### src/rtl/sine_envelope_shaper.sv
// Decimates the DDS sine to the audio rate, applies a linear attack/sustain/decay
// envelope and hands the scaled samples downstream over valid/ready.
module sine_envelope_shaper #(
    parameter int unsigned SAMPLE_DIV = 1042,
    parameter logic [15:0] AMP_MAX    = 16'hFFFF
) (
    input  logic        clock,
    input  logic        reset,
    input  logic [15:0] sine_in,
    input  logic        start,
    input  logic [15:0] attack_step,
    input  logic [15:0] decay_step,
    input  logic [15:0] sustain_samples,
    input  logic        out_ready,
    output logic [15:0] out_sample,
    output logic        out_valid,
    output logic        busy,
    output logic        done,
    output logic        overflow
);

    localparam int unsigned CW = $clog2(SAMPLE_DIV);

    typedef enum logic [1:0] {IDLE, ATTACK, SUSTAIN, DECAY} state_t;

    state_t      state_q, state_d;
    logic [CW-1:0] cnt_q, cnt_d;
    logic [15:0] amp_q, amp_d;
    logic [15:0] sus_q, sus_d;
    logic        done_q, done_d;

    logic        cap_vld_q, cap_vld_d;
    logic [15:0] cap_sine_q, cap_sine_d;
    logic [15:0] cap_amp_q, cap_amp_d;
    logic        prod_vld_q, prod_vld_d;
    logic [15:0] prod_q, prod_d;

    logic [15:0] out_sample_q, out_sample_d;
    logic        out_valid_q, out_valid_d;
    logic        overflow_q, overflow_d;

    logic        tick;
    logic        start_accept;
    logic [16:0] attack_sum;
    logic signed [32:0] mul_a, mul_b;

    assign tick         = (cnt_q == CW'(SAMPLE_DIV - 1));
    assign start_accept = start && (state_q == IDLE);
    assign attack_sum   = {1'b0, amp_q} + {1'b0, attack_step};

    assign mul_a = {{17{cap_sine_q[15]}}, cap_sine_q};
    assign mul_b = {17'd0, cap_amp_q};

    always_comb begin
        cnt_d        = tick ? '0 : cnt_q + 1'b1;
        cap_vld_d    = tick;
        cap_sine_d   = tick ? sine_in : cap_sine_q;
        cap_amp_d    = tick ? amp_q : cap_amp_q;
        prod_vld_d   = cap_vld_q;
        // Only product[31:16] is ever consumed, so the register holds that slice of the 33-bit product.
        prod_d       = cap_vld_q ? 16'((mul_a * mul_b) >>> 16) : prod_q;
        out_sample_d = out_sample_q;
        out_valid_d  = out_valid_q;
        overflow_d   = overflow_q;
        if (start_accept) begin
            overflow_d = 1'b0;
        end
        if (prod_vld_q) begin
            if (out_valid_q && !out_ready) begin
                overflow_d = 1'b1;
            end else begin
                out_sample_d = prod_q;
                out_valid_d  = 1'b1;
            end
        end else if (out_valid_q && out_ready) begin
            out_valid_d = 1'b0;
        end
    end

    always_comb begin
        state_d = state_q;
        amp_d   = amp_q;
        sus_d   = sus_q;
        done_d  = 1'b0;
        unique case (state_q)
            IDLE: begin
                if (start) begin
                    state_d = ATTACK;
                end
            end
            ATTACK: begin
                if (tick) begin
                    if ((attack_step == '0) || (attack_sum >= {1'b0, AMP_MAX})) begin
                        amp_d   = AMP_MAX;
                        state_d = SUSTAIN;
                        sus_d   = sustain_samples;
                    end else begin
                        amp_d = attack_sum[15:0];
                    end
                end
            end
            SUSTAIN: begin
                if (tick) begin
                    if (sus_q <= 16'd1) begin
                        state_d = DECAY;
                    end else begin
                        sus_d = sus_q - 16'd1;
                    end
                end
            end
            DECAY: begin
                if (tick) begin
                    if ((decay_step == '0) || (decay_step >= amp_q)) begin
                        amp_d   = '0;
                        state_d = IDLE;
                        done_d  = 1'b1;
                    end else begin
                        amp_d = amp_q - decay_step;
                    end
                end
            end
            default: state_d = IDLE;
        endcase
    end

    always_ff @(posedge clock or posedge reset) begin
        if (reset) begin
            state_q      <= IDLE;
            cnt_q        <= '0;
            amp_q        <= '0;
            sus_q        <= '0;
            done_q       <= 1'b0;
            cap_vld_q    <= 1'b0;
            cap_sine_q   <= '0;
            cap_amp_q    <= '0;
            prod_vld_q   <= 1'b0;
            prod_q       <= '0;
            out_sample_q <= '0;
            out_valid_q  <= 1'b0;
            overflow_q   <= 1'b0;
        end else begin
            state_q      <= state_d;
            cnt_q        <= cnt_d;
            amp_q        <= amp_d;
            sus_q        <= sus_d;
            done_q       <= done_d;
            cap_vld_q    <= cap_vld_d;
            cap_sine_q   <= cap_sine_d;
            cap_amp_q    <= cap_amp_d;
            prod_vld_q   <= prod_vld_d;
            prod_q       <= prod_d;
            out_sample_q <= out_sample_d;
            out_valid_q  <= out_valid_d;
            overflow_q   <= overflow_d;
        end
    end

    assign out_sample = out_sample_q;
    assign out_valid  = out_valid_q;
    assign busy       = (state_q != IDLE);
    assign done       = done_q;
    assign overflow   = overflow_q;

endmodule
### config.mk
export PLATFORM = sky130hd
export DESIGN_NAME = sine_envelope_shaper
export DESIGN_NICKNAME = d
export VERILOG_FILES = /design/src/rtl/sine_envelope_shaper.sv
export SDC_FILE = /design/constraint.sdc
export NUM_CORES = 1
export LEC_CHECK = 0
export BUFFER_PORTS_ARGS = -buffer_cell sky130_fd_sc_hd__buf_2
export CAP_MARGIN = 5
export CORE_ASPECT_RATIO = 2
export CORE_MARGIN = 2
export CORE_UTILIZATION = 36
export DETAILED_ROUTE_END_ITERATION = 6
export MAX_ROUTING_LAYER = met4
export PLACE_DENSITY_LB_ADDON = 0.08
export SLEW_MARGIN = 30
export SYNTH_ARGS = -nofsm -noshare
export SYNTH_HDL_FRONTEND = slang
export SYNTH_SLANG_ARGS = --single-unit
export TNS_END_PERCENT = 10
### constraint.sdc
create_clock -name clock -period 6.4 [get_ports clock]
set_clock_uncertainty 0.15 [all_clocks]
set_input_delay 0.96 -clock clock [delete_from_list [all_inputs] [get_ports clock]]
set_output_delay 0.96 -clock clock [all_outputs]
set_load 0.01 [all_outputs]
==> metrics, run 1 <==
WL/cell 19.3 um; fin crit period between 6 and 7 ns; hold path start out_sample[6]; io pins 88; H-tree Lvls 4; CTS tree done; Hold Path Class reg -> reg; register area ~2900 um^2; Final period util between 90% and 100%; crit path DAT about 6.5 ns; Clk Latency, worst-skew pair 0.45 ns; placed cells between 2000 and 2500; multi-input logic area roughly 11000 um^2; fmax about 160 MHz; crit path kind reg -> reg; post-synthesis cell type count between 70 and 80; outcome completed; routed wire length roughly 47000 um; n_diodes 0; Post-Syn Area approximately 15000 um^2; worst-path cell chain buf_6, nand2_1, fa_1, inv_1, fa_2, fa_1, buf_4, fa_1, fa_1, inv_1, fa_1, inv_1, ha_4, nor2_4, buf_4, a211oi_2, o31ai_2, a31oi_2, buf_4, a31oi_1, o21bai_1, a21oi_1, xnor2_1, mux2_2; critical path endpoint category flip-flop; Yosys top cell by area fa_1; core area between 40000 and 50000 um^2; hpwl dp about 39000 um; Worst EP required 6.57 ns; PnR worst setup slack roughly 0.058 ns; # clock sinks around 110; Reg clk slew, reported paths 0.06 ns; fillcell total between 4000 and 5000; Worst Setup SP cap_sine_q[12]; Final setup violation count 0; Seq cells post-synth approximately 110; R2R Path Start cap_sine_q[12]; Slew headroom around 36%; Max Cap Viol 0; global route overflow 0; PD cells about 110 nW/um^2; post-synthesis sequential area ratio a little under a fifth; initial antenna violation count 0; die width around 150 um; layout cell share with drive strength beyond 1 16.8%; Site Rows around 110; mean post-synth cell area just under 9 um^2; unrepaired setup endpoints after global routing yes; Crit Path Max Fanout 5; Post-route DRC 0; Detailed Routing Iterations Pass 1 5; pin count of the biggest net entering global routing 71; area share of the largest cell type after synthesis between 20% and 30%; Startpoint Class flip-flop; Ys Warns 0; Vias approximately 12000; synthesized net count approximately 2100; Main synth FF type dfrtp_1; Worst IR Drop VDD 0.000193 V; fin cells 2411; CTS Root Cell clkbuf_16; worst slew pin tran between 0.9 and 1 ns; CP dominant cell by count fa_1; Crit-path slowest cell fa_2; clk buf depth 2; Final ANT Viol Nets 0; fraction of synthesis flops using an asynchronous set or reset pin 100%; final net count between 2000 and 2500; first-pass GRT wire length between 70000 and 80000 um; Via density 5.12; dpl ws -0.429 ns; Die Height a little under 300 um; total track usage 23.0%; Pleak between 8 and 9 nW; Area growth, synth to finish 16.2%; Starting Density a little over a third; cts bufs inserted 17; Slew Viols, Final 0; gpl congestion between 0.8 and 0.9; Final Hold Vio Count 0; die area 44100 um^2; IO Port Bufs 87; Cells after Synth between 1500 and 2000; EDFF count, synth 0; vias in the first global route roughly 14000; CTS Hold Bufs 0; top cells by area, synth fa_1, dfrtp_1, ha_1; CP peak stage delay between 0.6 and 0.7 ns; Iteration-0 DRC Markers roughly 450
==> power by group <==
group          total [mW]  switching, mW  internal [mW]
sequential          0.729        0.00486          0.724
clock               0.925          0.367          0.558
combinational       0.241          0.145         0.0959
total                1.89          0.516           1.38
==> cell families (layout without fill, tap and decap cells) <==
logic type | count (synthesis) | count (layout) | synth area share (%)
flip-flops | 114 | 114 | 18.7
AND/OR/NAND/NOR | 587 | 587 | 18.7
adder cells (fa/ha/maj) | 350 | 350 | 38.3
multiplexers | 35 | 35 | 2.54
XOR/XNOR | 46 | 46 | 2.64
AO/OA/AOI/OAI | 236 | 236 | 10.6
buffers and inverters | 338 | 503 | 8.44
==> worst max-delay path: cells and delay by family (launching register included) <==
family          cells  cell delay, ns
xor+xnor            1            0.13
flops               1            0.42
compound gates      6            0.96
fa+ha+maj           7            3.35
mux                 1            0.26
buf+inv             7            0.81
simple gates        2            0.12
==> final timing paths <==
kind                            endpoint  cells after the start  slack (ns)
setup / recovery               prod_q[9]                     24        0.06
hold / removal             out_sample[6]                      2        0.33
setup reg to reg               prod_q[9]                     24        0.06
hold reg to reg            out_sample[6]                      2        0.33
max in group asynchronous  cap_sine_q[5]                      3        4.46
min in group asynchronous  out_sample[7]                      2        0.47
==> registers in the layout, indices dropped and copies added (netlist names) <==
name and flops:
overflow 1, prod_vld_q 1, state_q 2, amp_q 16
out_valid 1, done 1, cnt_q 11, sus_q 16
cap_amp_q 16, prod_q 16, out_sample 16, cap_sine_q 16
cap_vld_q 1
==> cell usage after synthesis, drive strengths merged (12+ instances only) <==
cell type / count
nand2b: 16
xnor2: 32
a21oi: 51
and2: 116
xor2: 14
nor4: 17
and3: 12
clkbuf: 57
nor3: 20
nor2: 62
o31ai: 12
inv: 269
dfrtp: 114
nand3: 25
nor2b: 12
nand4: 13
fa: 195
mux2: 29
a31oi: 12
nand2: 270
o21ai: 47
a211oi: 15
ha: 155
a21o: 21
==> area by class of cell <==
type / count / share of cell area (%)
multi-input combinational: 1254 / 63.5
sequential: 114 / 16.2
timing repair buffer: 201 / 7.52
inverter: 271 / 5.77
tap: 540 / 3.81
clock buffer: 22 / 2.68
clock inverter: 9 / 0.466
==> placed cells by master, fill, tap and decap left out, types with 10 or more instances in the layout <==
cell type and instances:
and3_1 10, nor2_1 61, nand4_1 13, mux2_2 29
fa_1 190, nand3_1 24, dfrtp_1 98, dfrtp_2 16
buf_2 87, o211ai_1 10, buf_4 110, inv_1 266
and2_1 115, a31oi_1 10, a211oi_1 12, xor2_1 14
clkbuf_16 17, a21oi_1 50, o21ai_0 43, nand2b_1 16
o31ai_1 10, xnor2_1 32, nor3_1 20, nor4_1 16
ha_1 151, nand2_1 268, nor2b_1 12, a21o_1 21
==> routing by layer <==
metal / part of all wire (%) / GRT usage [%] / vias to the layer above
met4: 5.6 / 11.8 / 0
met2: 60 / 46.3 / 233
li1: - / - / 5841
met1: 32 / 20.3 / 6189
met3: 2.2 / 2.48 / 84
met5: 0 / - / -
==> timing repair <==
action | in CTS | in global routing
gates resized for setup | 20 | 25
buffers inserted | 10 | 8
pin swaps | 7 | 18
setup endpoints to repair | 11 | 9
==> through the flow <==
stage / utilization [%] / total power, mW / TNS (ns) / hold slack (ns) / instance area (um^2)
after floorplan: - / 0.902 / 0 / 0.202 / 15200
after global placement: 40.3 / 0.983 / -2.23 / 0.316 / 16800
after detailed placement: 40.3 / 0.984 / -3.21 / 0.323 / 16800
after CTS: 42.0 / 1.93 / 0 / 0.338 / 17500
after global routing: 42.4 / 1.98 / -0.763 / 0.364 / 17700
final: 42.4 / 1.89 / 0 / 0.331 / 17700
Power figures use the tool's default switching activity.
==> run 2: changes to the inputs <==
Settings changed: CTS_BUF_LIST from default to sky130_fd_sc_hd__clkbuf_4 sky130_fd_sc_hd__clkbuf_8, SETUP_SLACK_MARGIN from default to 0.5.
==> metrics, run 2 (synthesized netlist as in run 1, its figures left out) <==
outcome completed; CTS Root Cell clkbuf_8; gpl congestion 0.901 (+1.4%); cts bufs inserted 17 (unchanged); io pins 88 (unchanged); Clk Latency, worst-skew pair 0.49 ns (+0.04 ns); M1 WL 15300 um (+1.4%); fillcell total 4315 (+0.98%); global route overflow 0 (unchanged); Final ANT Viol Nets 0 (unchanged); CTS Hold Bufs 0 (unchanged); initial antenna violation count 2 (+2); Post-route DRC 0 (unchanged); Slew headroom 37.3% (+0.98 points); met2 WL 27400 um (-1.3%); core area 41800 um^2 (unchanged); Startpoint Class flip-flop; CP dominant cell by count fa_1; crit path kind reg -> reg; Hold Path Class reg -> reg; design area 17400 um^2 (-1.6%); Met3 Wirelength 914 um (-9.8%); Detailed Routing Iterations Pass 1 5 (unchanged); Final period util 96.7% (-2.4 points); Die Height 295 um (unchanged); Area growth, synth to finish 14.3%; placed cells 2337 (-1.1%); commonest non-fill, non-tap cells in the layout nand2_1, inv_1, fa_1; Placed Area 16700 um^2 (-0.74%); IO Port Bufs 87 (unchanged); PD cells 97.1 nW/um^2 (-9.2%); routed wire length 45800 um (-1.5%); Via density 5.11 (-0.17%); CTS tree done; clk buf depth 2 (unchanged); fin crit period 6.19 ns (-0.152 ns); total track usage 22.8% (-0.21 points); die width 150 um (unchanged); vias in the first global route 13700 (+0.12%); Top delay family on crit path adder cells; Pleak 8.59 nW (-2.5%); unrepaired setup endpoints after global routing yes; final net count 2244 (-1.4%); Crit-path slowest cell fa_1; Max Cap Viol 0 (unchanged); fmax 162 MHz (+2.5%); pin count of the biggest net entering global routing 62 (-13%); WL/cell 19.2 um (-0.28%); H-tree Lvls 4 (unchanged); first-pass GRT wire length 73600 um (about the same); PnR worst setup slack 0.210 ns (+0.152 ns); dpl ws -0.0842 ns (+0.344 ns); worst slew pin tran 0.941 ns (-0.0146 ns); Worst IR Drop VDD 0.000115 V (-40%); critical path endpoint category flip-flop; Worst EP required 6.62 ns (+0.05 ns); Core Util, Final 41.7% (-0.68 points); Slew Viols, Final 0 (unchanged); worst hold slack 0.333 ns (+0.00222 ns); # clock sinks 114 (unchanged); hpwl dp 38100 um (-1.8%); fin cells 2381 (-1.2%); Starting Density 36.5% (unchanged); commonest non-fill, non-tap cell in the layout nand2_1; worst-path cell chain buf_4, and2_1, fa_1, inv_1, fa_1, inv_1, fa_1, fa_2, fa_1, inv_1, fa_1, inv_1, ha_4, a211oi_4, a211oi_2, o31ai_1, a31oi_2, buf_6, a31oi_4, o21ai_2, a21oi_1, xnor2_1, mux2_2; crit path DAT 6.41 ns (-0.10 ns); Final Hold Vio Count 0 (unchanged); Iteration-0 DRC Markers 353 (-21%); Site Rows 106 (unchanged); layout cell share with drive strength beyond 1 15.9% (-0.90 points); Crit Path Max Fanout 8 (+3); die area 44100 um^2 (unchanged); CP peak stage delay 0.54 ns (-0.11 ns); Final setup violation count 0 (unchanged); top routing layer used met4; Reg clk slew, reported paths 0.08 ns (+0.02 ns); Vias 12200 (-1.4%); WP buf/inv 6 (-1)
run 2: cell count changes in the layout (fill, tap and decap cells not counted), moves of 3 or more:
cell | previous run | this run
ha_1 | 151 | 146
clkinv_4 | 0 | 7
clkbuf_8 | 3 | 18
buf_4 | 110 | 72
clkbuf_16 | 17 | 0
ha_4 | 4 | 9
clkinvlp_4 | 5 | 2
buf_6 | 1 | 4
run 2: path summary, 6_finish.rpt:
path | start | endpoint | slack, ns | cells after the start
worst max-delay path | cap_sine_q[6] | prod_q[13] | 0.21 | 23
worst min register to register | overflow | overflow | 0.33 | 2
max in group asynchronous | reset | cap_sine_q[9] | 4.54 | 4
worst min-delay path | overflow | overflow | 0.33 | 2
worst max register to register | cap_sine_q[6] | prod_q[13] | 0.21 | 23
min in group asynchronous | reset | out_sample[6] | 0.44 | 2
run 2: layer usage:
| metal | track usage, % | vias to the layer above |
|---|---|---|
| met4 | 10.8 | 0 |
| met3 | 2.15 | 87 |
| met2 | 45.7 | 206 |
| met1 | 20.9 | 6094 |
| met5 | - | - |
| li1 | - | 5786 |
run 2: area by class of cell:
class	count	area, um^2	area share [%]
antenna	2	5.00	0.0287
clock buffer	18	248	1.42
clock inverter	14	155	0.890
inverter	271	1020	5.88
multi-input combinational	1254	11300	65.0
sequential	114	2880	16.5
tap	540	676	3.88
timing repair buffer	168	1110	6.39
run 2: worst min-delay path: stages, from the launching register on:
cell and delay [ns]:
dfrtp_1 0.34, nand2_1 0.04, o21ai_0 0.06
run 2: power by group:
part | total, mW | switching, mW | internal (mW)
clock | 0.721 | 0.361 | 0.360
combinational | 0.244 | 0.147 | 0.0977
sequential | 0.727 | 0.00490 | 0.722
run 2: what timing repair did:
action | CTS | global route
setup endpoints to repair | 15 | 16
resized for setup | 39 | 10
buffers inserted | 7 | 2
cloned | 0 | 0
pin swaps | 13 | 10
run 2: stage by stage:
stage,TNS (ns),total power [mW]
global route,-0.199,1.78
floorplan,0,0.902
finish,0,1.69
CTS,0,1.72
global placement,-0.0338,0.983
detailed placement,-0.141,0.984
==> run 3: changes to the inputs <==
Settings changed: CELL_PAD_IN_SITES_DETAIL_PLACEMENT from default to 1, CELL_PAD_IN_SITES_GLOBAL_PLACEMENT from default to 1.
==> metrics, run 3 (synthesized netlist as in run 1, its figures left out) <==
global route overflow 0 (unchanged); Worst EP required 6.62 ns (about the same); Final Hold Vio Count 0 (unchanged); CTS Root Cell clkbuf_8; fin crit period 6.18 ns (-0.0109 ns); gpl congestion 0.865 (-4.0%); PD cells 96.8 nW/um^2 (-0.29%); Area growth, synth to finish 14.5%; Die Height 295 um (unchanged); fillcell total 4974 (+15%); Clk Latency, worst-skew pair 0.50 ns (about the same); Vias 12400 (+1.5%); clk buf depth 2 (unchanged); grt met1 use 21.4% (+0.56 points); core area 41800 um^2 (unchanged); worst slew pin tran 0.803 ns (-0.138 ns); vias in the first global route 14500 (+5.9%); fin cells 2383 (+0.084%); GR Util met3 2.64% (+0.49 points); commonest non-fill, non-tap cell in the layout nand2_1; Starting Density 36.5% (unchanged); Via density 5.18 (+1.4%); PnR worst setup slack 0.220 ns (+0.0109 ns); die width 150 um (unchanged); multi-input logic area 11400 um^2 (+0.32%); Startpoint Class flip-flop; dpl ws -0.273 ns (-0.189 ns); pin count of the biggest net entering global routing 67 (+8.1%); die area 44100 um^2 (unchanged); Slew Viols, Final 0 (unchanged); Crit Path Max Fanout 5 (-3); final net count 2245 (+0.045%); cts bufs inserted 17 (unchanged); Final period util 96.6% (-0.17 points); Iteration-0 DRC Markers 272 (-23%); worst hold slack 0.327 ns (-0.00677 ns); Pleak 8.59 nW (about the same); placed cells 2328 (-0.39%); Top delay family on crit path adder cells; Worst IR Drop VDD 0.000124 V (+7.2%); critical path endpoint category flip-flop; setup TNS 0 ns (unchanged); grt met2 use 48.4% (+2.7 points); fmax 162 MHz (+0.18%); commonest non-fill, non-tap cells in the layout nand2_1, inv_1, fa_1; CP peak stage delay 0.53 ns (about the same); crit path kind reg -> reg; Max Cap Viol 0 (unchanged); H-tree Lvls 4 (unchanged); worst-path cell chain buf_4, and2_1, fa_1, inv_1, fa_2, fa_1, inv_1, fa_1, fa_1, inv_1, fa_1, inv_2, ha_4, o21ai_1, buf_4, a2111oi_4, o31ai_1, a31oi_1, buf_4, a31oi_4, o211ai_1, nand2_1, xnor2_1, mux2_2; Site Rows 106 (unchanged); outcome completed; total track usage 24.1% (+1.3 points); Hold Path Class reg -> reg; Crit-path slowest cell fa_1; WP buf/inv 7 (+1); CTS tree done; WL/cell 20.2 um (+5.0%); IO Port Bufs 87 (unchanged); routed wire length 48100 um (+5.1%); initial antenna violation count 3 (+1); # clock sinks 114 (unchanged); unrepaired setup endpoints after global routing yes; Reg clk slew, reported paths 0.07 ns (about the same); register area 2880 um^2 (about the same); hpwl dp 40400 um (+5.9%); grt peak-use layer met2; Final setup violation count 0 (unchanged); layout cell share with drive strength beyond 1 16.8% (+0.86 points); Slew headroom 46.5% (+9.2 points); Final ANT Viol Nets 0 (unchanged); io pins 88 (unchanged); Post-route DRC 0 (unchanged); CP dominant cell by count fa_1; Detailed Routing Iterations Pass 1 4 (-1); crit path DAT 6.40 ns (about the same); first-pass GRT wire length 77900 um (+6.0%)
## run 3: cell count changes in the layout (fill, tap and decap cells not counted), moves of 3 or more
cell and delta:
a21oi_1 -4, a21oi_2 +4, buf_4 +6, buf_6 -3, clkinv_4 -5, clkinvlp_4 +4
fa_1 -6, fa_2 +6
## run 3: worst paths after layout
check                        startpoint           end  slack, ns  depth (start not counted)
max in group asynchronous         reset  cap_amp_q[4]       4.50                          3
hold / removal               prod_vld_q     out_valid       0.33                          2
hold reg to reg              prod_vld_q     out_valid       0.33                          2
setup / recovery           cap_amp_q[8]    prod_q[14]       0.22                         24
min in group asynchronous         reset      sus_q[7]       0.42                          2
setup reg to reg           cap_amp_q[8]    prod_q[14]       0.22                         24
## run 3: cell type report
| type | count | share of cell area, % |
|---|---|---|
| flip-flops and latches | 114 | 16.5 |
| repair buffers | 169 | 6.26 |
| diodes | 3 | 0.0430 |
| multi-input cells | 1254 | 65.2 |
| clock inverters | 12 | 0.760 |
| well taps | 540 | 3.87 |
| clock buffers | 20 | 1.54 |
| inverters | 271 | 5.89 |
## run 3: tightest hold or removal path: cells and delay by family (launching register included)
family | cells | cell delay, ns
buffers and inverters | 1 | 0.05
DFF | 1 | 0.35
and+or+nand+nor | 1 | 0.05
## run 3: stage by stage
step           util [%]  instance area, um^2  total power [mW]
6_report           41.8                17500              1.69
5_1_grt            41.8                17500              1.77
4_1_cts            41.4                17300              1.73
3_5_place_dp       39.8                16600             0.987
3_3_place_gp       39.8                16600             0.985
2_1_floorplan         -                15400             0.902
## run 3: metal layers
metal	share of wire (%)	up-vias
met2	60	192
li1	-	5771
met1	32	6268
met5	0	-
met3	2.0	124
met4	5.4	0
## run 3: where the power goes
group          switching [mW]  leakage [nW]  internal, mW
Sequential            0.00482          1.38         0.723
Clock                   0.349         0.187         0.370
Combinational           0.148          7.02        0.0961
Total                   0.501          8.59          1.19
## run 3: what timing repair did
item                                   in CTS  in global routing
gates resized for setup                    33                 29
cloned                                      0                  0
endpoints found under the hold margin       0                  0
hold buffers                                0                  0
setup buffers                              15                  5
pin swaps                                  15                 16
setup endpoints to repair                  16                 16
